**config.mk**
```make
export PLATFORM = sky130hd
export DESIGN_NAME = doorlock_keypad_ctrl
export DESIGN_NICKNAME = d
export VERILOG_FILES = /design/src/rtl/doorlock_pkg.sv /design/src/rtl/doorlock_timer.sv /design/src/rtl/doorlock_keypad_ctrl.sv
export SDC_FILE = /design/constraint.sdc
export NUM_CORES = 1
export LEC_CHECK = 0
export ABC_AREA = 1
export BUFFER_PORTS_ARGS = -buffer_cell sky130_fd_sc_hd__clkbuf_2
export CAP_MARGIN = 20
export CELL_PAD_IN_SITES_DETAIL_PLACEMENT = 1
export CELL_PAD_IN_SITES_GLOBAL_PLACEMENT = 1
export CORE_AREA = 2 2 90 92
export DETAILED_ROUTE_END_ITERATION = 16
export DIE_AREA = 0 0 92 94
export PLACE_DENSITY = 0.84
export REMOVE_ABC_BUFFERS = 1
export SETUP_SLACK_MARGIN = 0.5
export SYNTH_ARGS = -nofsm -noshare
export SYNTH_HDL_FRONTEND = slang
export SYNTH_SLANG_ARGS = --single-unit
export TNS_END_PERCENT = 50
```
**constraint.sdc**
```tcl
create_clock -name clk -period 2.2 [get_ports clk]
set_input_delay 0.33 -clock clk [delete_from_list [all_inputs] [get_ports clk]]
set_output_delay 0.33 -clock clk [all_outputs]
set_load 0.005 [all_outputs]
```
**src/rtl/doorlock_pkg.sv**
```systemverilog
// Shared types and helpers for the door-lock keypad blocks (controller,
// display driver, encoder wrapper).
package doorlock_pkg;

    localparam int KEY_W = 4;
    localparam logic [KEY_W-1:0] BCD_MAX = 4'd9;

    typedef enum logic [2:0] {
        IDLE    = 3'd0,
        ENTRY   = 3'd1,
        CHECK   = 3'd2,
        OPEN    = 3'd3,
        LOCKOUT = 3'd4
    } state_t;

    // Encoder codes 10..15 are not digits and must never reach the buffer.
    function automatic logic bcd_valid(input logic [KEY_W-1:0] code);
        return code <= BCD_MAX;
    endfunction

endpackage

```
**src/rtl/doorlock_timer.sv**
```systemverilog
// Loadable down-counter shared by the open, lockout and entry-timeout phases.
// Holds at zero; done is high while the count is zero.
module doorlock_timer #(
    parameter int W = 8
) (
    input  logic         clk,
    input  logic         rst,
    input  logic         load,
    input  logic [W-1:0] value,
    output logic         done
);

    logic [W-1:0] cnt;

    // Load takes priority over counting; count stops at zero instead of wrapping.
    always_ff @(posedge clk) begin
        if (rst) begin
            cnt <= '0;
        end else if (load) begin
            cnt <= value;
        end else if (cnt != '0) begin
            cnt <= cnt - 1'b1;
        end
    end

    assign done = (cnt == '0);

endmodule

```
**src/rtl/doorlock_keypad_ctrl.sv**
```systemverilog
// Keypad sequencer: buffers BCD digits, checks the code on enter, drives the
// door release, counts consecutive failures and enforces a timed lockout.
//
//  state   | meaning
//  --------+------------------------------------------------------------
//  IDLE    | no entry in progress, waiting for the first digit
//  ENTRY   | collecting digits, entry timeout running
//  CHECK   | one cycle: compare buffer against stored password
//  OPEN    | unlock high, new password may be entered
//  LOCKOUT | alarm high, all keys ignored until the lockout timer expires
module doorlock_keypad_ctrl
    import doorlock_pkg::*;
#(
    parameter int                  DIGITS      = 4,
    parameter logic [4*DIGITS-1:0] DEFAULT_PW  = 16'h1234,
    parameter int                  OPEN_CYCLES = 1000,
    parameter int                  LOCK_CYCLES = 5000,
    parameter int                  IDLE_CYCLES = 3000,
    parameter int                  MAX_FAIL    = 3
) (
    input  logic                  clk,
    input  logic                  rst,
    input  logic                  key_valid,
    input  logic [KEY_W-1:0]      key_code,
    input  logic                  key_enter,
    input  logic                  key_clear,
    output logic                  unlock,
    output logic                  alarm,
    output logic                  fail_pulse,
    output logic                  pw_changed,
    output logic [3:0]            digit_cnt,
    output logic [4*DIGITS-1:0]   entry_buf,
    output logic [2:0]            state_o
);

    localparam int BUF_W   = 4 * DIGITS;
    localparam int TMR_MAX = (OPEN_CYCLES > LOCK_CYCLES)
                           ? ((OPEN_CYCLES > IDLE_CYCLES) ? OPEN_CYCLES : IDLE_CYCLES)
                           : ((LOCK_CYCLES > IDLE_CYCLES) ? LOCK_CYCLES : IDLE_CYCLES);
    localparam int TMR_W   = $clog2(TMR_MAX) + 1;

    // Timers are loaded with N-1 so the phase lasts exactly N cycles,
    // leaving on the cycle the count reads zero.
    localparam logic [TMR_W-1:0] OPEN_LD  = TMR_W'(OPEN_CYCLES - 1);
    localparam logic [TMR_W-1:0] LOCK_LD  = TMR_W'(LOCK_CYCLES - 1);
    localparam logic [TMR_W-1:0] IDLE_LD  = TMR_W'(IDLE_CYCLES - 1);
    localparam logic [3:0]       CNT_FULL = 4'(DIGITS);
    localparam logic [2:0]       FAIL_LIM = 3'(MAX_FAIL);

    state_t             state;
    logic               overflow;
    logic [2:0]         fail_cnt;
    logic [2:0]         fail_next;
    logic [BUF_W-1:0]   password;
    logic [BUF_W-1:0]   buf_push;
    logic               clr_ev, ent_ev, dig_ev, dig_ok;
    logic               can_store, match;
    logic               tmr_load, tmr_done;
    logic [TMR_W-1:0]   tmr_val;

    // Strobe priority: clear beats enter beats digit.
    assign clr_ev    = key_clear;
    assign ent_ev    = key_enter && !key_clear;
    assign dig_ev    = key_valid && !key_enter && !key_clear;
    assign dig_ok    = dig_ev && bcd_valid(key_code);

    assign buf_push  = (entry_buf << 4) | BUF_W'(key_code);
    assign can_store = (digit_cnt == CNT_FULL) && !overflow;
    assign match     = can_store && (entry_buf == password);
    assign fail_next = fail_cnt + 3'd1;
    assign state_o   = state;

    // Timer reload points: entry keystrokes, the check decision, and a
    // password change that restarts the open window.
    always_comb begin
        tmr_load = 1'b0;
        tmr_val  = IDLE_LD;
        case (state)
            IDLE:    tmr_load = dig_ok;
            ENTRY:   tmr_load = dig_ev;
            CHECK: begin
                tmr_load = 1'b1;
                tmr_val  = match ? OPEN_LD : LOCK_LD;
            end
            OPEN: begin
                tmr_load = ent_ev && can_store;
                tmr_val  = OPEN_LD;
            end
            default: tmr_load = 1'b0;
        endcase
    end

    doorlock_timer #(.W(TMR_W)) u_timer (
        .clk   (clk),
        .rst   (rst),
        .load  (tmr_load),
        .value (tmr_val),
        .done  (tmr_done)
    );

    // Main sequencer with registered outputs.
    always_ff @(posedge clk) begin
        if (rst) begin
            state      <= IDLE;
            unlock     <= 1'b0;
            alarm      <= 1'b0;
            fail_pulse <= 1'b0;
            pw_changed <= 1'b0;
            digit_cnt  <= '0;
            entry_buf  <= '0;
            overflow   <= 1'b0;
            fail_cnt   <= '0;
            password   <= DEFAULT_PW;
        end else begin
            fail_pulse <= 1'b0;
            pw_changed <= 1'b0;
            case (state)
                IDLE: begin
                    if (dig_ok) begin
                        entry_buf <= BUF_W'(key_code);
                        digit_cnt <= 4'd1;
                        overflow  <= 1'b0;
                        state     <= ENTRY;
                    end
                end
                ENTRY: begin
                    if (clr_ev || (!ent_ev && !dig_ev && tmr_done)) begin
                        entry_buf <= '0;
                        digit_cnt <= '0;
                        overflow  <= 1'b0;
                        state     <= IDLE;
                    end else if (ent_ev) begin
                        state <= CHECK;
                    end else if (dig_ok) begin
                        if (digit_cnt < CNT_FULL) begin
                            entry_buf <= buf_push;
                            digit_cnt <= digit_cnt + 4'd1;
                        end else begin
                            overflow <= 1'b1;
                        end
                    end
                end
                CHECK: begin
                    entry_buf <= '0;
                    digit_cnt <= '0;
                    overflow  <= 1'b0;
                    if (match) begin
                        fail_cnt <= '0;
                        unlock   <= 1'b1;
                        state    <= OPEN;
                    end else begin
                        fail_pulse <= 1'b1;
                        fail_cnt   <= fail_next;
                        if (fail_next == FAIL_LIM) begin
                            alarm <= 1'b1;
                            state <= LOCKOUT;
                        end else begin
                            state <= IDLE;
                        end
                    end
                end
                OPEN: begin
                    if (clr_ev || ent_ev) begin
                        if (ent_ev && can_store) begin
                            password   <= entry_buf;
                            pw_changed <= 1'b1;
                        end
                        entry_buf <= '0;
                        digit_cnt <= '0;
                        overflow  <= 1'b0;
                    end else if (dig_ok) begin
                        if (digit_cnt < CNT_FULL) begin
                            entry_buf <= buf_push;
                            digit_cnt <= digit_cnt + 4'd1;
                        end else begin
                            overflow <= 1'b1;
                        end
                    end
                    // A password store on the last cycle restarts the window instead of closing.
                    if (tmr_done && !(ent_ev && can_store)) begin
                        unlock    <= 1'b0;
                        entry_buf <= '0;
                        digit_cnt <= '0;
                        overflow  <= 1'b0;
                        state     <= IDLE;
                    end
                end
                LOCKOUT: begin
                    if (tmr_done) begin
                        alarm    <= 1'b0;
                        fail_cnt <= '0;
                        state    <= IDLE;
                    end
                end
                default: begin
                    state <= IDLE;
                end
            endcase
        end
    end

endmodule
```
Yosys cells after proc, flatten, opt, wreduce, memory -nomap -nowiden
Index checks and enable logic that the tools add are counted.
- word-level logic and storage cells: 116
- input bits: 9
- register bits: 61
- output and inout port bits: 27
- magnitude comparators: 2
- equal/unequal tests: 15
- bitwise logic cells: 4
- muxes and demuxes: 48
- reductions and logical operators: 33
- $add $sub $neg: 3
- operators by type and width (cell ; number):
    2-to-1 mux 16 bit ; 7
    case mux 16 bit (4 select lines) ; 1
    2-to-1 mux 14 bit ; 2
    2-to-1 mux 4 bit ; 7
    case mux 13 bit (2 select lines) ; 1
    2-to-1 mux 3 bit ; 8
    equality test 16 bit ; 1
    OR 16 x 4 -> 16 bit ; 1
    case mux 4 bit (4 select lines) ; 1
    case mux 3 bit (5 select lines) ; 1
    zero test 14 bit ; 1
    2-to-1 mux 1 bit ; 14
    nonzero test 14 bit ; 1
    subtractor 14 x 1 -> 14 bit, second input constant ; 1
    2-to-1 mux 13 bit ; 1
    inequality test 2 bit, second input constant ; 6
    logical AND 1 bit ; 10
    equality test 3 x 2 -> 1 bit, second input constant ; 3
    AND reduction 3 bit ; 3
    case mux 1 bit (4 select lines) ; 2
    AND reduction 4 bit ; 2
    zero test 1 bit ; 6
    inequality test 3 bit, second input constant ; 2
    case mux 3 bit (2 select lines) ; 1
    other kinds (16) ; 22

Longest topological paths before layout
Gate-level depths: netlist of the first run.
- depth after elaboration: 9
- mapped depth: 13
- mapped depth without buffers: 12

Hierarchy
A second synthesis of the first run with hierarchy kept.
- cells, all modules: 490
- area, all modules: 3373.2 µm²
- by module, submodules not included (module ; cells an instance ; area each (µm²) ; seq. area each (µm²) ; times used):
    doorlock_keypad_ctrl ; 332 ; 2369.8 ; 940.9 ; 1
    doorlock_timer ; 158 ; 1003.5 ; 280.3 ; 1

Worst setup path before layout of the first run
Ideal clock, no wire load.
- path type: reg-to-reg
- start: register u_timer.cnt[0]
- end: register entry_buf[10]
- path slack: 495 ps
- required time: 2085 ps
- library setup time: 115 ps
- path buffers: 1
- arrival: 1590 ps
- period minus slack after synthesis: 1705 ps
- cell stages (with the launch flop): 13
- cell sequence: dfxtp_1 -> inv_1 -> ha_1 -> nand2_2 -> nor2_4 -> nand2_4 -> nor2_4 -> nand2_2 -> nand2_2 -> nand2_4 -> o21ai_4 -> buf_6 -> nor2_1
- longest elaborated chain between the ends: 5
- elaborated cells between the ends (all ways): 9
- those cells by class: eq/ne: 1; mux: 3; reduce/logical: 5
- ends and longest elaborated chain (element ; line ; RTL):
    start, declared ; doorlock_timer.sv:13 ; logic [W-1:0] cnt;
    start signal, assigned ; doorlock_timer.sv:20 ; cnt <= value;
    start signal, assigned ; doorlock_timer.sv:22 ; cnt <= cnt - 1'b1;
    zero test 14 bit * ; doorlock_timer.sv:26 ; assign done = (cnt == '0);
    logical AND 1 bit ; doorlock_keypad_ctrl.sv:127 ; if (clr_ev || (!ent_ev && !dig_ev && tmr_done)) begin
    logical OR 1 bit ; doorlock_keypad_ctrl.sv:127 ;
    2-to-1 mux 16 bit or inequality test 3 bit (tied branches) ; -- ;
    case mux 16 bit (4 select lines) or AND reduction 3 bit (tied branches) ; -- ;
    end signal, assigned ; doorlock_keypad_ctrl.sv:120 ; entry_buf <= BUF_W'(key_code);
    end signal, assigned ; doorlock_keypad_ctrl.sv:136 ; entry_buf <= buf_push;
    end signal, assigned ; doorlock_keypad_ctrl.sv:173 ; entry_buf <= buf_push;
    end, declared ; doorlock_keypad_ctrl.sv:32 ; output logic [4*DIGITS-1:0] entry_buf,
Every way passes the cells marked *; elsewhere a longest branch is shown, timed or not.
A chain may end at the register's enable or synchronous reset.

Final worst setup path of the first run
- start: register digit_cnt[0]
- end: register u_timer.cnt[0]
- longest elaborated chain between the ends: 5
- elaborated cells between the ends (all ways): 6
- those cells by class: eq/ne: 1; mux: 2; reduce/logical: 3
- ends and longest elaborated chain (element ; line ; RTL):
    start, declared ; doorlock_keypad_ctrl.sv:31 ; output logic [3:0] digit_cnt,
    start signal, assigned ; doorlock_keypad_ctrl.sv:137 ; digit_cnt <= digit_cnt + 4'd1;
    start signal, assigned ; doorlock_keypad_ctrl.sv:174 ; digit_cnt <= digit_cnt + 4'd1;
    equality test 4 x 3 -> 1 bit * ; doorlock_keypad_ctrl.sv:68 ; assign can_store = (digit_cnt == CNT_FULL) && !overflow;
    logical AND 1 bit * ; doorlock_keypad_ctrl.sv:68 ;
    logical AND 1 bit * ; doorlock_keypad_ctrl.sv:86 ; tmr_load = ent_ev && can_store;
    case mux 1 bit (4 select lines) * ; doorlock_keypad_ctrl.sv:78 ; case (state)
    2-to-1 mux 14 bit or nonzero test 2 bit (tied branches) ; -- ;
Marked as above.

==> results.tsv, run 1 <==
metric	value	unit
status	completed	
Layout Nets	548	
dominant cell by count in the synthesized netlist	nand2_1	
Vias/cell	5.175	
max incr delay on CP	0.34	ns
adder-cell share of the synthesized area	2.023	%
WP buf/inv	2	
final worst setup slack	0.3454	ns
Final ANT Viol Nets	0	
sequential-to-total area share from yosys stat	39.50	%
CP Class	flop to flop	
Max clock buf depth	2	
worst hold path cell count	3	
Worst Tran Pin Value	0.4652	ns
critical path peak fanout	7	
sequential power share	30.4	%
Pint	2.843	mW
Crit-path slowest cell	dfxtp_2	
endpoint class of the critical path	flop	
power density over the cells	1154	nW/um^2
top cell type's share of synthesized area	39.50	%
predominant post-synthesis flop cell	dfxtp_1	
Static Leak	1.891	nW
hold worst-path end	entry_buf[1]	
number of enable flip-flop cells after synthesis	0	
post-synthesis xor/xnor area fraction	3.966	%
Hold Crit Class	input pin to flop	
Seq cells post-synth	61	
top cells by count, synth	96 x nand2_1, 75 x nor2_1, 63 x inv_1	
global routing's busiest layer	met2	
worst endpoint data arrival time	2.14	ns
layout cell share with drive strength beyond 1	31.17	%
clk slew on worst S/H paths	0.08	ns
IO Pins	36	
WL/cell	17.41	um
Psw	1.990	mW
worst path cell trace	inv_2, ha_2, nand2_2, nor2_4, nand2_4, nor2_4, nor2_4, nand2_4, buf_4, nor2_4, nand2_1, nand2_1, a21oi_1	
detailed placer's ending HPWL	6.637	mm
RSZ-0062 raised after global routing	true	
RD Place Congestion	0.8929	
total power draw	4.833	mW
clock buffer count from CTS	9	
tightest slew margin relative to the limit	68.87	%
via count	3317	
Tmin final	1.855	ns
area leader, netlist	dfxtp_1	
total gr overflow	0	
met3 Use GR	4.013	%
Starting Density	40.64	%
# diodes	0	
CTS H-tree lvls	3	
CTS tree	built	
DRC	0	
WP data required	2.48	ns
vias in the first global route	3492	
maximum clock frequency	0.5392	GHz
Hold Path Origin	key_code[1]	
Routed WL	11.16	mm
ys async rst share	0	%
Yosys Warn Count	0	
worst reg2reg setup slack	0.35	ns
final critical-path share of the clock period	84.30	%
drt initial violations	87	
simple-gate area share of the yosys netlist	30.47	%
ranking of synthesized cells by area	dfxtp_1 39%, nand2_1 12%, nor2_1 9.1%, a21oi_1 7.9%, inv_1 7.6%	
met1 usage	26.57	%
Yosys cell types	29	
Mapped Avg Cell Area	6.795	sq um
Port Buf Inserts	35	
final count of negative-setup-slack endpoints	0	
worst reg2reg endpoint	u_timer.cnt[0]	
Overall Global Routing Usage	24.81	%
Std-Cell Rows	32	
max_cap viols	0	
Syn Inst Count	455	
RR Startpoint	digit_cnt[0]	
first-pass GRT wire length	16.72	mm
switching share of power	41.17	%
Die Y	94	um
Startpoint Class	flop	
cells on worst reg2reg path	13	
initial antenna violation count	0	
Pre-antenna DRT Iters	4	
core footprint	7607	sq um
die footprint	8648	sq um
Synth Cell Area	3092	sq um
post-synthesis compound-gate area fraction	14.57	%
Crit path max-delay family	simple AND/OR/NAND/NOR gates	
root buf cell	clkbuf_8	
Hold Vio Cnt, Final	0	
Comb pwr share	45.2	%
most frequent CP cell	nor2_4	
Layout Skew	0.01100	ns
Slew Viols, Final	0	
VDD IR max	0.0003698	V
P&R area growth vs syn	35.41	%
largest net degree at the start of global routing	32	
clock power share	24.4	%
Setup WS pre-CTS	0.1261	ns
CTS Sinks	61	
largest family of logic cells by synthesized area	simple AND/OR/NAND/NOR gates	
worst skew pair latency	0.36	ns
grt met2 use	47.37	%
die width	92	um
post-synthesis mux area share	0	%
[power by group through the flow]
stage | clock (mW) | sequential (mW) | combinational [mW]
4_1_cts | 1.18 | 1.45 | 1.81
2_1_floorplan | 0 | 1.40 | 1.02
3_5_place_dp | 0 | 1.44 | 1.38
6_report | 1.18 | 1.47 | 2.18
5_1_grt | 1.25 | 1.48 | 2.36
3_3_place_gp | 0 | 1.43 | 1.33
[placed cells by master, fill, tap and decap left out, types with 5 or more instances in the layout]
cell type | netlist | layout
a21oi_1 | 49 | 46
buf_4 | 2 | 34
clkbuf_2 | 0 | 35
clkbuf_8 | 0 | 9
dfxtp_1 | 61 | 50
dfxtp_2 | 0 | 9
inv_1 | 63 | 57
inv_2 | 1 | 7
nand2_1 | 96 | 88
nand2_2 | 6 | 11
nand2_4 | 2 | 5
nand3_1 | 21 | 18
nor2_1 | 75 | 59
nor2_2 | 1 | 9
nor2_4 | 3 | 11
o211ai_1 | 6 | 6
o21ai_0 | 23 | 22
xnor2_1 | 8 | 8
xor2_1 | 6 | 6
[state kept, by name (all words and copies together), names as in the netlist]
| register | flops |
|---|---|
| entry_buf | 16 |
| alarm | 1 |
| state_o | 3 |
| pw_changed | 1 |
| u_timer.cnt | 14 |
| unlock | 1 |
| fail_pulse | 1 |
| password | 16 |
| fail_cnt | 3 |
| overflow | 1 |
| digit_cnt | 4 |
[cells by family after synthesis]
| logic type | Yosys count |
|---|---|
| AO/OA/AOI/OAI | 83 |
| flip-flops | 61 |
| XOR/XNOR | 14 |
| buffers and inverters | 74 |
| AND/OR/NAND/NOR | 218 |
| adder cells (fa/ha/maj) | 5 |
[layer usage]
| metal | up-vias | share of wire, % |
|---|---|---|
| met5 | - | 0 |
| li1 | 1598 | - |
| met2 | 73 | 53 |
| met1 | 1610 | 41 |
| met3 | 36 | 2.8 |
| met4 | 0 | 3.1 |
[worst register-to-register path: cells and delay by family (launching register included)]
kind	cells	cell delay, ns
simple gates	9	0.91
flops	1	0.34
buf+inv	2	0.20
fa+ha+maj	1	0.17
compound gates	1	0.17
[area by class of cell]
| type | instances | area, sq um |
|---|---|---|
| multi-input combinational | 320 | 1779 |
| timing repair buffer | 77 | 571.8 |
| fill | 981 | 3421 |
| tap | 102 | 127.6 |
| sequential | 61 | 1240 |
| clock buffer | 9 | 123.9 |
| inverter | 65 | 246.5 |
| clock inverter | 7 | 97.59 |
[metrics by stage]
step                      setup TNS [ns]  hold slack [ns]  util, %  area (sq um)  cells
after floorplan                  -0.4728           0.3991        -          3043    446
after global placement                 0           0.4451    44.77          3406    591
after detailed placement               0           0.4432    44.77          3406    591
after CTS                              0           0.2972    52.19          3970    633
after global routing                   0           0.3178    55.03          4187    641
final                                  0           0.3043    55.03          4187    641
[repair_timing]
item                       in CTS  in global routing
pin swaps                      11                 17
setup endpoints to repair      40                 51
buffers inserted               25                  8
gates resized for setup        40                 44
cloned                          1                  0
hold buffers                    0                  0
[worst max path at each step]
stage,cells past startpoint,startpoint,to,slack (ns)
global placement,11,u_timer.cnt[0],entry_buf[5],0.19
finish,13,digit_cnt[0],u_timer.cnt[0],0.35
detailed placement,11,u_timer.cnt[0],entry_buf[12],0.13
global route,12,u_timer.cnt[1],state_o[0],0.25
CTS,13,u_timer.cnt[1],overflow,0.45
floorplan,9,digit_cnt[0],password[12],-0.09
(Power assumes the default switching activity.)
==> run 2: changes to the inputs <==
ABC_AREA = 0   (was 1)
CORE_AREA = 2 2 88 90   (was 2 2 90 92)
DIE_AREA = 0 0 90 92   (was 0 0 92 94)
PLACE_DENSITY = 0.83   (was 0.84)
clock period = 1.73 ns   (was 2.2 ns; I/O delays follow)
==> run 2 against run 1 <==
Against the previous run: the flow now finishes with violations (negative setup slack); die area decreased by 4.3%; synthesized area is 1.4% lower; global-route usage increased by 4.1 points; sequential cell count stayed put; sequential share of layout area shrank 1.6 points; non-clock buffer count increased by 30; core utilization rose by 4.1 points; via count is 3.1% higher; worst hold slack worse by 0.038 ns; critical path type unchanged; highest routed layer unchanged.
==> results.tsv, run 2 <==
metric	value	unit	change
worst endpoint data arrival time	2.29	ns	+0.15 ns
ranking of synthesized cells by area	dfxtp_1 40%, nand2_1 9.4%, a21oi_1 6.1%, xor2_1 4.9%, nor2_1 3.0%		
endpoint class of the critical path	flop		
first-pass GRT wire length	18.84	mm	+13%
Slew Viols, Final	0		unchanged
worst path cell trace	xor2_1, nor4_1, nand4_1, buf_6, o21ba_2, nor3b_1		
CTS Hold Bufs	0		unchanged
Yosys cell types	58		+100%
Std-Cell Rows	32		unchanged
Yosys Warn Count	0		unchanged
clock power share	25.9	%	+1.5 points
dominant cell by count in the synthesized netlist	nand2_1		
top cells by count, synth	76 x nand2_1, 61 x dfxtp_1, 37 x a21oi_1		
IO Pins	36		unchanged
Layout Skew	0.02322	ns	+0.01222 ns
Synth Cell Area	3049	sq um	-1.4%
DRC	0		unchanged
die width	90	um	-2.2%
CTS Sinks	61		unchanged
Hold Crit Class	input pin to flop		
detailed placer's ending HPWL	6.737	mm	+1.5%
WL/cell	23.28	um	+34%
worst hold margin	0.2664	ns	-0.03787 ns
Worst Tran Pin Value	0.5203	ns	+0.05501 ns
Startpoint Class	flop		
clk slew on worst S/H paths	0.09	ns	about the same
predominant post-synthesis flop cell	dfxtp_1		
Overall Global Routing Usage	28.95	%	+4.1 points
VDD IR max	0.0005302	V	+43%
sequential-to-total area share from yosys stat	40.05	%	+0.55 points
via count	3421		+3.1%
number of enable flip-flop cells after synthesis	0		unchanged
largest net degree at the start of global routing	30		-6.3%
Vias/cell	5.950		+15%
power density over the cells	1337	nW/um^2	+16%
final count of negative-setup-slack endpoints	44		+44
Mapped Avg Cell Area	8.308	sq um	+22%
switching share of power	37.71	%	-3.5 points
root buf cell	clkbuf_8		
Port Buf Inserts	35		unchanged
Seq cells post-synth	61		unchanged
ys async rst share	0	%	unchanged
worst skew pair latency	0.36	ns	about the same
critical path peak fanout	4		-3
final cell count without fillers	575		-10%
Routed WL	13.38	mm	+20%
Layout Nets	482		-12%
Crit-path slowest cell	nor4_1		
drt initial violations	301		+250%
Pre-antenna DRT Iters	5		+1
layout cell share with drive strength beyond 1	41.44	%	+10 points
Placed Cells incl. Taps	545		-7.8%
Max clock buf depth	2		unchanged
initial antenna violation count	0		unchanged
CTS tree	built		
die footprint	8280	sq um	-4.3%
RD Place Congestion	0.8537		-4.4%
largest registers	entry_buf (16), password (16), u_timer.cnt (14)		
clock buffer count from CTS	9		unchanged
final worst setup slack	-0.2935	ns	-0.6389 ns
tightest slew margin relative to the limit	65.32	%	-3.6 points
maximum clock frequency	0.4942	GHz	-8.3%
Hold Vio Cnt, Final	0		unchanged
Final Util	59.17	%	+4.1 points
Setup WS pre-CTS	-0.2529	ns	-0.3789 ns
total gr overflow	0		unchanged
Starting Density	40.94	%	+0.30 points
max_cap viols	0		unchanged
RSZ-0062 raised after global routing	true		
max incr delay on CP	0.46	ns	+0.12 ns
status	finished with violations		
top cell type's share of synthesized area	40.05	%	+0.55 points
failing checks	negative setup slack		
area leader, netlist	dfxtp_1		
Tmin final	2.024	ns	+0.1689 ns
WP data required	1.99	ns	-0.49 ns
Psw	2.222	mW	+12%
CP Class	flop to flop		
Static Leak	1.802	nW	-4.7%
sequential power share	30.6	%	+0.2 points
# diodes	0		unchanged
Syn Inst Count	367		-19%
Die Y	92	um	-2.1%
core footprint	7447	sq um	-2.1%
total power draw	5.892	mW	+22%
Final ANT Viol Nets	0		unchanged
CTS H-tree lvls	3		unchanged
Pint	3.670	mW	+29%
Comb pwr share	43.5	%	-1.7 points
most common cell after layout, fill and taps aside	nand2_1		
final critical-path share of the clock period	117.0	%	+33 points
vias in the first global route	3534		+1.2%
P&R area growth vs syn	44.52	%	
most frequent cells in the layout	70 x nand2_1, 56 x buf_4, 51 x dfxtp_1		
run 2: final cells by class:
cell class,count,area [sq um]
fill,884,3040
multi-input combinational,279,1956
sequential,61,1236
timing repair buffer,107,825.8
clock buffer,11,141.4
tap,102,127.6
clock inverter,5,82.58
inverter,10,37.54
run 2: power by group through the flow:
| stage | registers, mW | clock network, mW | logic [mW] |
|---|---|---|---|
| after global placement | 1.76 | 0 | 1.65 |
| final | 1.81 | 1.52 | 2.56 |
| after CTS | 1.76 | 1.49 | 2.12 |
| after detailed placement | 1.77 | 0 | 1.75 |
| after global routing | 1.81 | 1.59 | 2.68 |
| after floorplan | 1.76 | 0 | 1.01 |
run 2: path summary, 6_finish.rpt:
check                           slack [ns]      endpoint  cells past startpoint          from
worst min register to register        0.48  digit_cnt[3]                      2  digit_cnt[3]
worst min-delay path                  0.27  entry_buf[0]                      3   key_code[0]
worst max-delay path                 -0.29    state_o[1]                      6  entry_buf[5]
worst max register to register       -0.29    state_o[1]                      6  entry_buf[5]
run 2: timing repair:
action	in CTS	in global routing
endpoints found under the setup margin	67	71
gates resized for setup	47	39
pin swaps	20	14
buffers inserted	8	5
hold endpoints to repair	0	0
cloned	1	0
run 2: critical path, delay by kind of cell (launching register included):
kind | cells | cell delay (ns)
compound gates | 1 | 0.24
xor+xnor | 1 | 0.19
simple gates | 3 | 0.95
flops | 1 | 0.35
buf+inv | 1 | 0.20
run 2: cells by family (layout without fill, tap and decap cells):
| kind of cell | Yosys count | in the layout | synth area share [%] |
|---|---|---|---|
| AOI/OAI and AO/OA | 81 | 81 | 17.32 |
| xor gates and xnor gates | 23 | 23 | 6.606 |
| adders and majority gates | 5 | 5 | 2.052 |
| buffers and inverters | 27 | 133 | 4.144 |
| DFF | 61 | 61 | 40.05 |
| muxes | 6 | 6 | 2.134 |
| and+or+nand+nor | 164 | 164 | 27.70 |
run 2: through the flow:
| stage | cell area [sq um] | setup TNS, ns |
|---|---|---|
| floorplan | 2960 | -1.436 |
| detailed placement | 3749 | -2.316 |
| global placement | 3749 | -0.6046 |
| global route | 4407 | -7.368 |
| finish | 4407 | -4.880 |
| CTS | 4187 | -0.2537 |
run 2: routing by layer:
metal	part of all wire [%]	vias to the layer above	global-route usage, %	wire [um]
li1	-	1481	-	-
met3	6.2	69	4.684	834
met2	50	190	49.94	6723
met4	5.2	0	12.56	698
met5	0	-	0	0
met1	38	1681	35.78	5128
==> run 3: changes to the inputs <==
==> constraint.sdc (replaced) <==
create_clock -name clk -period 1.73 [get_ports clk]
set_input_delay 0.2595 -clock clk [delete_from_list [all_inputs] [get_ports clk]]
set_output_delay 0.2595 -clock clk [all_outputs]
set_load 0.01 [all_outputs]
==> run 3 against run 2 <==
Against the previous run: the run still ends with negative setup slack left; worst hold slack improved by 0.022 ns; cell count increased by 0.70%; die area unchanged; via count increased by 4.2%; total power decreased by 1.7%; clock skew decreased by 0.0058 ns; register-to-register slack improved by 0.07 ns; count of clock-buffer cells in the layout increased by 1; critical endpoint is now u_timer.cnt[3]; highest routed layer unchanged.
==> results.tsv, run 3 (synthesis gave the netlist of run 2 again) <==
metric	value	unit	change
status	finished with violations		
failing checks	negative setup slack		
CTS Sinks	61		unchanged
crit path to	u_timer.cnt[3]		
cells on worst reg2reg path	7		+1
WL/cell	25.54	um	+9.7%
Psw	2.250	mW	+1.3%
worst path cell trace	nor4_4, and4_4, buf_4, buf_8, nor4_2, xnor2_1, nor2_1		
maximum clock frequency	0.5116	GHz	+3.5%
clock power share	24.3	%	-1.6 points
CP Class	flop to flop		
RR Startpoint	u_timer.cnt[13]		
Final Util	62.68	%	+3.5 points
Layout Skew	0.01741	ns	-0.005809 ns
Vias/cell	6.154		+3.4%
Placed Cells incl. Taps	547		+0.37%
final count of negative-setup-slack endpoints	57		+30%
RD Place Congestion	0.8676		+1.6%
die width	90	um	unchanged
Std-Cell Rows	32		unchanged
endpoint class of the critical path	flop		
CTS H-tree lvls	3		unchanged
largest net degree at the start of global routing	19		-37%
Overall Global Routing Usage	30.68	%	+1.7 points
Pint	3.543	mW	-3.4%
final cell count without fillers	579		+0.70%
largest registers	entry_buf (16), password (16), u_timer.cnt (14)		
critical path peak fanout	9		+5
Pre-antenna DRT Iters	5		unchanged
Final ANT Viol Nets	0		unchanged
Comb pwr share	45.0	%	+1.5 points
first-pass GRT wire length	19.76	mm	+4.9%
max_cap viols	0		unchanged
Port Buf Inserts	35		unchanged
layout cell share with drive strength beyond 1	46.12	%	+4.7 points
final worst setup slack	-0.2247	ns	+0.06886 ns
Worst Tran Pin Value	0.5734	ns	+0.05314 ns
Static Leak	1.901	nW	+5.4%
clk slew on worst S/H paths	0.09	ns	about the same
Hold Crit Class	input pin to flop		
Die Y	92	um	unchanged
tightest slew margin relative to the limit	61.48	%	-3.8 points
most common cell after layout, fill and taps aside	nand2_1		
design area	4668	sq um	+5.9%
Layout Nets	486		+0.83%
core footprint	7447	sq um	unchanged
via count	3563		+4.2%
vias in the first global route	3581		+1.3%
Routed WL	14.79	mm	+10%
VDD IR max	0.0005940	V	+12%
root buf cell	clkbuf_8		
DRC	0		unchanged
final critical-path share of the clock period	113.0	%	-4.0 points
Area after DPL	3751	sq um	about the same
most frequent cells in the layout	66 x nand2_1, 54 x dfxtp_1, 51 x buf_4		
initial antenna violation count	0		unchanged
CTS tree	built		
CP startpoint	u_timer.cnt[13]		
worst endpoint data arrival time	2.18	ns	-0.11 ns
power density over the cells	1241	nW/um^2	-7.2%
Startpoint Class	flop		
Starting Density	40.94	%	unchanged
# diodes	0		unchanged
drt initial violations	294		-2.3%
RSZ-0062 raised after global routing	true		
clock buffer count from CTS	9		unchanged
Tmin final	1.955	ns	-0.06885 ns
total gr overflow	0		unchanged
sequential power share	30.8	%	+0.2 points
Max clock buf depth	2		unchanged
P&R area growth vs syn	53.10	%	
detailed placer's ending HPWL	7.088	mm	+5.2%
Setup WS pre-CTS	-0.2582	ns	-0.005372 ns
worst skew pair latency	0.36	ns	about the same
WP data required	1.96	ns	-0.03 ns
Fillers	868		-1.8%
switching share of power	38.84	%	+1.1 points
die footprint	8280	sq um	unchanged
Slew Viols, Final	0		unchanged
IO Pins	36		unchanged
worst reg2reg endpoint	u_timer.cnt[3]		
max incr delay on CP	0.50	ns	+0.04 ns
Hold Vio Cnt, Final	0		unchanged
total power draw	5.793	mW	-1.7%
Crit-path slowest cell	nor4_4		
worst reg2reg setup slack	-0.22	ns	+0.07 ns
==> run 3: area by class of cell <==
cell class                      count  area [sq um]  share of cell area [%]
Tap cell                          102         127.6                   2.734
Inverter                           10         37.54                  0.8041
Clock buffer                       12         155.1                   3.324
Timing Repair Buffer              111         954.7                   20.45
Multi-Input combinational cell    279          2106                   45.11
Clock inverter                      4         55.05                   1.179
Sequential cell                    61          1232                   26.40
==> run 3: power groups by stage <==
| stage | sequential [mW] | combinational (mW) | clock, mW |
|---|---|---|---|
| after floorplan | 1.76 | 1.01 | 0 |
| after global placement | 1.75 | 1.66 | 0 |
| after detailed placement | 1.77 | 1.76 | 0 |
| after CTS | 1.76 | 2.19 | 1.37 |
| after global routing | 1.80 | 2.72 | 1.48 |
| final | 1.78 | 2.60 | 1.41 |
==> run 3: worst min-delay path by stage <==
| stage | to | depth (start not counted) | startpoint |
|---|---|---|---|
| after floorplan | u_timer.cnt[5] | 1 | rst |
| final | entry_buf[0] | 3 | key_code[0] |
| after global placement | overflow | 2 | overflow |
| after CTS | entry_buf[0] | 3 | key_code[0] |
| after global routing | entry_buf[0] | 3 | key_code[0] |
| after detailed placement | digit_cnt[3] | 2 | digit_cnt[3] |
==> run 3: what timing repair did <==
item,in CTS,in global routing
hold endpoints to repair,0,0
cloned,1,2
resized for setup,62,70
hold buffers,0,0
buffers inserted,12,1
setup endpoints to repair,73,82
pin swaps,22,23
==> run 3: worst max-delay path, delay by kind of cell (launching register included) <==
| family | cells | cell delay (ns) |
|---|---|---|
| DFF | 1 | 0.35 |
| buffers and inverters | 2 | 0.27 |
| and+or+nand+nor | 4 | 1.00 |
| xor gates and xnor gates | 1 | 0.21 |
==> run 3: per-stage QoR <==
step           hold WS [ns]  TNS, ns
3_5_place_dp         0.4598   -5.226
6_report             0.2888   -8.614
5_1_grt              0.2925   -11.54
3_3_place_gp         0.4480   -1.730
4_1_cts              0.2115   -2.201
2_1_floorplan        0.3241   -1.463
==> run 3: layer usage <==
metal / global-route usage (%) / vias to the layer above / routed length (um)
li1: - / 1490 / -
met1: 35.91 / 1800 / 5825
met2: 53.32 / 213 / 7234
met3: 6.491 / 60 / 1020
met4: 15.13 / 0 / 707
met5: 0 / - / 0
